[src/rtl/game_pkg.sv]
// Shared constants and state encoding for the mole game blocks.
// Used by the start controller, round timer and display.
package game_pkg;

    localparam int ROUND_W        = 3;
    localparam int SEC_W          = 4;
    localparam int DEF_ROUNDS     = 5;
    localparam int DEF_ROUND_SECS = 10;

    typedef enum logic [1:0] {
        IDLE  = 2'd0,
        RUN   = 2'd1,
        PAUSE = 2'd2,
        OVER  = 2'd3
    } timer_state_t;

endpackage

[src/rtl/tick_prescaler.sv]
// Divides clk down to a one-cycle wrap pulse every CLK_DIV enabled cycles.
// Count is held while cnt_en is low and cleared by clr.
module tick_prescaler #(
    parameter int CLK_DIV = 50_000_000
) (
    input  logic clk,
    input  logic rst,
    input  logic clr,
    input  logic cnt_en,
    output logic tick
);

    localparam int CNT_W = (CLK_DIV > 1) ? $clog2(CLK_DIV) : 1;
    localparam logic [CNT_W-1:0] LAST = CNT_W'(CLK_DIV - 1);

    logic [CNT_W-1:0] cnt_q;

    assign tick = cnt_en && (cnt_q == LAST);

    // Prescaler count: clear, hold, or advance with wrap at LAST
    always_ff @(posedge clk) begin
        if (rst || clr) begin
            cnt_q <= '0;
        end else if (cnt_en) begin
            cnt_q <= tick ? '0 : cnt_q + 1'b1;
        end
    end

endmodule

[src/rtl/round_timer.sv]
// Per-round second countdown and round decrement for the mole game.
// Optional `warn` output when TIMER_WARN_EN is defined.
module round_timer
    import game_pkg::*;
#(
    parameter int CLK_DIV    = 50_000_000,
    parameter int ROUNDS     = DEF_ROUNDS,
    parameter int ROUND_SECS = DEF_ROUND_SECS
) (
    input  logic               clk,
    input  logic               rst,
    input  logic               en,
    input  logic               ini,
    output logic [ROUND_W-1:0] round,
    output logic [SEC_W-1:0]   sec_left,
    output logic               tick,
    output logic               round_done,
    output logic               game_over,
`ifdef TIMER_WARN_EN
    output logic               warn,
`endif
    output logic               running
);

    if (ROUNDS < 1 || ROUNDS > 7) begin : g_bad_rounds
        $error("round_timer: ROUNDS must be 1..7");
    end
    if (ROUND_SECS < 1 || ROUND_SECS > 15) begin : g_bad_secs
        $error("round_timer: ROUND_SECS must be 1..15");
    end
    if (CLK_DIV < 2) begin : g_bad_div
        $error("round_timer: CLK_DIV must be >= 2");
    end

    localparam logic [ROUND_W-1:0] ROUND_RLD = ROUND_W'(ROUNDS);
    localparam logic [SEC_W-1:0]   SEC_RLD   = SEC_W'(ROUND_SECS);

    timer_state_t       state_q, state_d;
    logic [ROUND_W-1:0] round_q, round_d;
    logic [SEC_W-1:0]   sec_q, sec_d;
    logic               tick_q, tick_d;
    logic               done_q, done_d;
    logic               pre_tick;
    logic               pre_clr;
    logic               pre_en;

    // Prescaler restarts on ini and while idle; advances only in RUN
    assign pre_clr = ini || (state_q == IDLE);
    assign pre_en  = (state_q == RUN) && !ini;

    tick_prescaler #(
        .CLK_DIV (CLK_DIV)
    ) u_pre (
        .clk    (clk),
        .rst    (rst),
        .clr    (pre_clr),
        .cnt_en (pre_en),
        .tick   (pre_tick)
    );

    // Next state, counter updates and pulses; ini overrides everything
    always_comb begin
        state_d = state_q;
        round_d = round_q;
        sec_d   = sec_q;
        tick_d  = 1'b0;
        done_d  = 1'b0;
        if (ini) begin
            state_d = IDLE;
            round_d = ROUND_RLD;
            sec_d   = SEC_RLD;
        end else begin
            case (state_q)
                IDLE: begin
                    round_d = ROUND_RLD;
                    sec_d   = SEC_RLD;
                    if (en) state_d = RUN;
                end
                RUN: begin
                    if (!en) state_d = PAUSE;
                    if (pre_tick) begin
                        tick_d = 1'b1;
                        if (sec_q > SEC_W'(1)) begin
                            sec_d = sec_q - 1'b1;
                        end else begin
                            round_d = round_q - 1'b1;
                            done_d  = 1'b1;
                            if (round_q == ROUND_W'(1)) begin
                                sec_d   = '0;
                                state_d = OVER;
                            end else begin
                                sec_d = SEC_RLD;
                            end
                        end
                    end
                end
                PAUSE: begin
                    if (en) state_d = RUN;
                end
                OVER: begin
                    round_d = '0;
                    sec_d   = '0;
                end
                default: state_d = IDLE;
            endcase
        end
    end

    // State and counter registers
    always_ff @(posedge clk) begin
        if (rst) begin
            state_q <= IDLE;
            round_q <= ROUND_RLD;
            sec_q   <= SEC_RLD;
            tick_q  <= 1'b0;
            done_q  <= 1'b0;
        end else begin
            state_q <= state_d;
            round_q <= round_d;
            sec_q   <= sec_d;
            tick_q  <= tick_d;
            done_q  <= done_d;
        end
    end

`ifdef TIMER_WARN_EN
    // Last-seconds blink flag, aligned with the sec_left update
    always_ff @(posedge clk) begin
        if (rst) begin
            warn <= 1'b0;
        end else begin
            warn <= (state_d == RUN) && (sec_d <= SEC_W'(3));
        end
    end
`endif

    assign round      = round_q;
    assign sec_left   = sec_q;
    assign tick       = tick_q;
    assign round_done = done_q;
    assign game_over  = (state_q == OVER);
    assign running    = (state_q == RUN);

endmodule
[config.mk]
export PLATFORM = sky130hd
export DESIGN_NAME = round_timer
export DESIGN_NICKNAME = d
export VERILOG_FILES = /design/src/rtl/game_pkg.sv /design/src/rtl/tick_prescaler.sv /design/src/rtl/round_timer.sv
export SDC_FILE = /design/constraint.sdc
export NUM_CORES = 1
export LEC_CHECK = 0
export CAP_MARGIN = 30
export CORE_ASPECT_RATIO = 0.7
export CORE_MARGIN = 4
export CORE_UTILIZATION = 50
export CTS_CLUSTER_SIZE = 12
export DETAILED_ROUTE_END_ITERATION = 6
export GPL_ROUTABILITY_DRIVEN = 0
export PLACE_DENSITY = 0.73
export SYNTH_ARGS = -nofsm -noshare
export SYNTH_HDL_FRONTEND = slang
export SYNTH_SLANG_ARGS = --single-unit
[constraint.sdc]
create_clock -name clk -period 1.8 [get_ports clk]
set_input_delay 0.54 -clock clk [delete_from_list [all_inputs] [get_ports clk]]
set_output_delay 0.54 -clock clk [all_outputs]
set_load 0.01 [all_outputs]
Word level (Yosys, flattened, before mapping) --
Index checks and enable logic that the tools add are counted.
Word-level totals: bits in registers 37, output and inout port bits 11
Cells by class: equal/unequal tests 8, $add $sub $neg 3, $lt $le $gt $ge 1, multiplexer cells 16, reduce and logical (&&, ||, !) cells 15, bitwise operators 2
Operator list (number):
- 26-bit by 1-bit adder with 26-bit output, second input constant | 1
- 26-bit equality test, second input constant | 1
- 26-bit two-way mux | 1
- 4-bit two-way mux | 3
- 4-bit case mux with 3 select lines | 1
- 2-bit two-way mux | 5
- 3-bit case mux with 3 select lines | 1
- 3-bit two-way mux | 2
- 2-bit equality test, second input constant | 2
- 4-bit by 1-bit > comparator with 1-bit output, second input constant | 1
- 2-bit by 1-bit != test with 1-bit output, second input constant | 2
- 2-bit case mux with 2 select lines | 1
- 2-bit AND reduction | 2
- 2-bit OR reduction | 2
- 4-bit OR reduction | 1
- 4-bit by 1-bit subtractor with 4-bit output, second input constant | 1
- 3-bit by 1-bit equality test with 1-bit output, second input constant | 1
- 3-bit AND reduction | 1
- 3-bit nonzero test | 1
- 3-bit OR reduction | 1
- 3-bit by 1-bit subtractor with 3-bit output, second input constant | 1
- 2-bit by 1-bit equality test with 1-bit output, second input constant | 1
- 1-bit logical AND | 2
- 2-bit zero test | 1
- 6 further kinds | 9

Longest topological paths before layout --
depth after elaboration 5, mapped depth 8, depth with buffers taken out 7

Hierarchy --
A second synthesis with hierarchy kept.
Unflattened totals: cell total of the unflattened synthesis 239, area, all modules 1993.2 um^2
Modules (own cells, without submodules):
- tick_prescaler | cells each 156, times used 1, area each 1343.8 um^2, sequential area each 520.5 um^2
- round_timer | cells each 83, times used 1, area each 649.4 um^2, sequential area each 220.2 um^2

Least setup slack after synthesis --
OpenSTA, ideal clock, no wires.
path kind input to register, start point input ini, end point register u_pre.cnt_q[18], stages 7, setup slack -73 ps, data required time 1685 ps, data arrival time 1758 ps, cells stage by stage and4bb_1 > nand3_2 > nor3_4 > or2_1 > buf_6 > buf_6 > nor2_1
On the way: longest elaborated chain between the ends 4
RTL lines:
- start: declaration | line round_timer.sv:13 | input logic ini,
- 1-bit zero test | line round_timer.sv:49 | assign pre_en = (state_q == RUN) && !ini;
- 1-bit logical AND | line round_timer.sv:49
- 1-bit logical AND | line tick_prescaler.sv:18 | assign tick = cnt_en && (cnt_q == LAST);
- 26-bit two-way mux | line tick_prescaler.sv:25 | cnt_q <= tick ? '0 : cnt_q + 1'b1;
- end signal: assignment | line tick_prescaler.sv:25
- end: declaration | line tick_prescaler.sv:16 | logic [CNT_W-1:0] cnt_q;
Several ways; a longest one is shown, not always the timed one. A chain may end at the register's enable or synchronous reset.

Final worst setup path --
start point register sec_q[2] (netlist: sec_left[2]), end point output sec_left[2]
RTL lines:
- start: declaration | line round_timer.sv:40 | logic [SEC_W-1:0] sec_q, sec_d;
- start signal: assignment | line round_timer.sv:114 | sec_q <= SEC_RLD;
- start signal: assignment | line round_timer.sv:120 | sec_q <= sec_d;
- end: declaration | line round_timer.sv:15 | output logic [SEC_W-1:0] sec_left,
No word-level cell between the ends.

==> flow_metrics.env <==
export IMPL_synthArstFlopShare_pct=0
export IMPL_cts_tree="built"
export IMPL_clock_sinks=37
export IMPL_synthCells=224
export IMPL_arrival_ns=1.20
export IMPL_syn_area_per_cell_sq_um=8.55
export IMPL_cp_num_buf_inv=1
export IMPL_cts_root_buf="clkbuf_8"
export IMPL_firstDrtPassIters=4
export IMPL_rows=18
export IMPL_clk_path_buf_depth=2
export IMPL_synthTopCellsByCount="dfxtp_1 (37), nor2_1 (37), xor2_1 (19)"
export IMPL_yosysTopAreaCell="dfxtp_1"
export IMPL_layout_min_cycle_time_ns=1.74
export IMPL_synthFlopType="dfxtp_1"
export IMPL_grt_pass1_vias=1560
export IMPL_route_detailed_drc=0
export IMPL_synth_seq_cells=37
export IMPL_holdBufCountCts=0
export IMPL_drive_gt1_share_pct=31.1
export IMPL_grt_max_degree=24
export IMPL_core_sq_um=3600
export IMPL_required_ns=1.26
export IMPL_synth_edf_count=0
export IMPL_leakage_nw=0.997
export IMPL_die_w_um=82.0
export IMPL_final_cell_count_no_fill=330
export IMPL_switching_power_w=0.000299
export IMPL_die_area_sq_um=4900
export IMPL_crit_family="buffers and inverters"
export IMPL_yosysUniqueCellTypes=44
export IMPL_hold_path_class="reg -> reg"
export IMPL_clock_latency_ns=0.28
export IMPL_io_buffer_count=14
export IMPL_synth_area_leaders="dfxtp_1 (39%), xor2_1 (8.7%), nor2_1 (7.3%), nand3_1 (3.7%), nand4_1 (3.6%)"
export IMPL_grt_pass1_wl_mm=7.42
export IMPL_intPower_w=0.00112
export IMPL_drtAntennaViolNets=0
export IMPL_cts_max_level=2
export IMPL_power_frac_clock_pct=38.6
export IMPL_combPwrFrac_pct=3.4
export IMPL_slowest_delay_ns=0.55
export IMPL_antenna_found_initial=0
export IMPL_fin_setup_tns_ns=0
export IMPL_synth_top_cell_area_share_pct=38.7
export IMPL_post_route_period_util_pct=96.5
export IMPL_vdd_drop_max_mv=0.383
export IMPL_fin_nets=288
export IMPL_routedWlPerCell_um=13.7
export IMPL_fp_dieH_um=59.8
export IMPL_path_cells="clkdlybuf4s50_1"
export IMPL_status="completed"
export IMPL_rsz0062_at_grt="yes"
export IMPL_hold_violations=0
export IMPL_antenna_cells=0
export IMPL_synth_net_count=233
export IMPL_cp_end_kind="output pin"
export IMPL_ys_warn_count=0
export IMPL_setup_violations=0
export IMPL_dp_hpwl_mm=3.26
export IMPL_ios=15
export IMPL_dpl_cell_area_sq_um=2370
export IMPL_relSlewSlack_pct=74.9
export IMPL_cap_violations=0
export IMPL_drtIter0Drc=169
export IMPL_p_seq_share_pct=58.0
export IMPL_path_class="reg -> out"
export IMPL_slew_viol_final=0
export IMPL_switching_share_pct=21.1
export IMPL_power_density_nw_per_um2=545
export IMPL_tightest_slew_ns=0.374
export IMPL_nFillCells=258
export IMPL_via_count=1770
export IMPL_grt_usage_pct=20.0
export IMPL_final_area_sq_um=2600
export IMPL_cp_slowest_cell="clkdlybuf4s50_1"
export IMPL_area_growth_pct=35.8
export IMPL_overflow=0
export IMPL_cts_buffers=5
export IMPL_finClkSkew_ns=0.00977
export IMPL_routed_via_density=5.36
export IMPL_max_freq_ghz=0.576
export IMPL_cp_max_fo=5
export IMPL_start_util_pct=53.1
export IMPL_cts_clk_slew_worst_paths_ns=0.06
export IMPL_synth_area_sq_um=1910
export IMPL_dp_cells=319
export IMPL_routed_wirelength_mm=4.51
export IMPL_synth_seq_area_share_pct=38.7
export IMPL_setup_worst_path_start_class="flop"
cells in the final DEF, fill, tap and decap left out, drive strengths merged, types with 2 or more instances in the layout:
cell type / netlist / final
a21oi: 4 / 4
a31oi: 3 / 3
and2: 5 / 5
and3: 2 / 2
and4: 3 / 3
buf: 6 / 44
clkbuf: 4 / 10
clkdlybuf4s50: 0 / 7
dfxtp: 37 / 37
dlygate4sd2: 0 / 2
dlymetal6s2s: 0 / 3
ha: 5 / 5
inv: 10 / 10
nand2: 14 / 14
nand3: 15 / 15
nand3b: 2 / 2
nand4: 12 / 12
nor2: 37 / 37
nor3: 8 / 8
nor4: 6 / 6
nor4bb: 2 / 2
o21ai: 6 / 6
or2: 2 / 2
or3: 2 / 2
xnor2: 6 / 6
xor2: 19 / 19
power groups by stage:
stage / clock network, W / logic (W) / registers, W
after global placement: 0 / 0.0000474 / 0.000841
after detailed placement: 0 / 0.0000478 / 0.000841
after CTS: 0.000556 / 0.0000476 / 0.000821
final: 0.000547 / 0.0000481 / 0.000821
after global routing: 0.000596 / 0.0000509 / 0.000821
after floorplan: 0 / 0.0000207 / 0.000839
registers in the layout, indices dropped and copies added, names as in the netlist:
signal       cells
round            3
sec_left         4
state_q          2
round_done       1
u_pre.cnt_q     26
tick             1
path summary, 6_finish.rpt:
| check | from | end | slack (ns) | cells after the start |
|---|---|---|---|---|
| setup / recovery | sec_left[2] | sec_left[2] | 0.06 | 1 |
| hold / removal | u_pre.cnt_q[25] | u_pre.cnt_q[25] | 0.50 | 2 |
| setup reg to reg | u_pre.cnt_q[24] | round[2] | 0.07 | 7 |
| hold reg to reg | u_pre.cnt_q[25] | u_pre.cnt_q[25] | 0.50 | 2 |
repair_timing:
action / CTS / global route
gates cloned: 0 / 0
setup endpoints to repair: 41 / 31
setup buffers: 0 / 3
gates resized for setup: 18 / 31
pin swaps: 4 / 8
cells by family (layout without fill, tap and decap cells):
| group | count (synthesis) | in the layout | synth area share (%) |
|---|---|---|---|
| DFF | 37 | 37 | 38.7 |
| adders and majority gates | 5 | 5 | 3.27 |
| and+or+nand+nor | 115 | 115 | 33.0 |
| AOI/OAI and AO/OA | 21 | 21 | 7.45 |
| muxes | 1 | 1 | 0.523 |
| buffers and inverters | 20 | 76 | 5.62 |
| xor gates and xnor gates | 25 | 25 | 11.4 |
cell type report:
| type | instances | area, sq um | share of cell area (%) |
|---|---|---|---|
| Multi-Input combinational cell | 167 | 1170 | 45.0 |
| Inverter | 10 | 37.5 | 1.44 |
| Tap cell | 50 | 62.6 | 2.41 |
| Timing Repair Buffer | 58 | 493 | 19.0 |
| Clock buffer | 8 | 80.1 | 3.08 |
| Sequential cell | 37 | 757 | 29.1 |
tightest hold or removal path: stages, from the launching register on:
cell     delay (ns)
dfxtp_2        0.34
xor2_1         0.06
nor2_1         0.07
routing by layer:
metal / GRT usage (%) / up-vias / share of wire (%)
li1: - / 898 / -
met1: 30.4 / 818 / 51
met2: 27.8 / 47 / 41
met3: 5.27 / 7 / 6.4
met4: 4.27 / 0 / 1.2
met5: 0 / - / 0
per-stage QoR:
step	power [W]	setup WS (ns)	util [%]	hold slack (ns)
after global routing	0.00147	-0.0377	72.1	0.538
after global placement	0.000888	-0.521	65.9	0.482
after CTS	0.00142	0.000881	69.1	0.505
after detailed placement	0.000889	-0.534	65.9	0.493
final	0.00142	0.0632	72.1	0.503
after floorplan	0.000860	-0.0246	-	0.471
No activity file was read; power rests on OpenSTA's default activity.
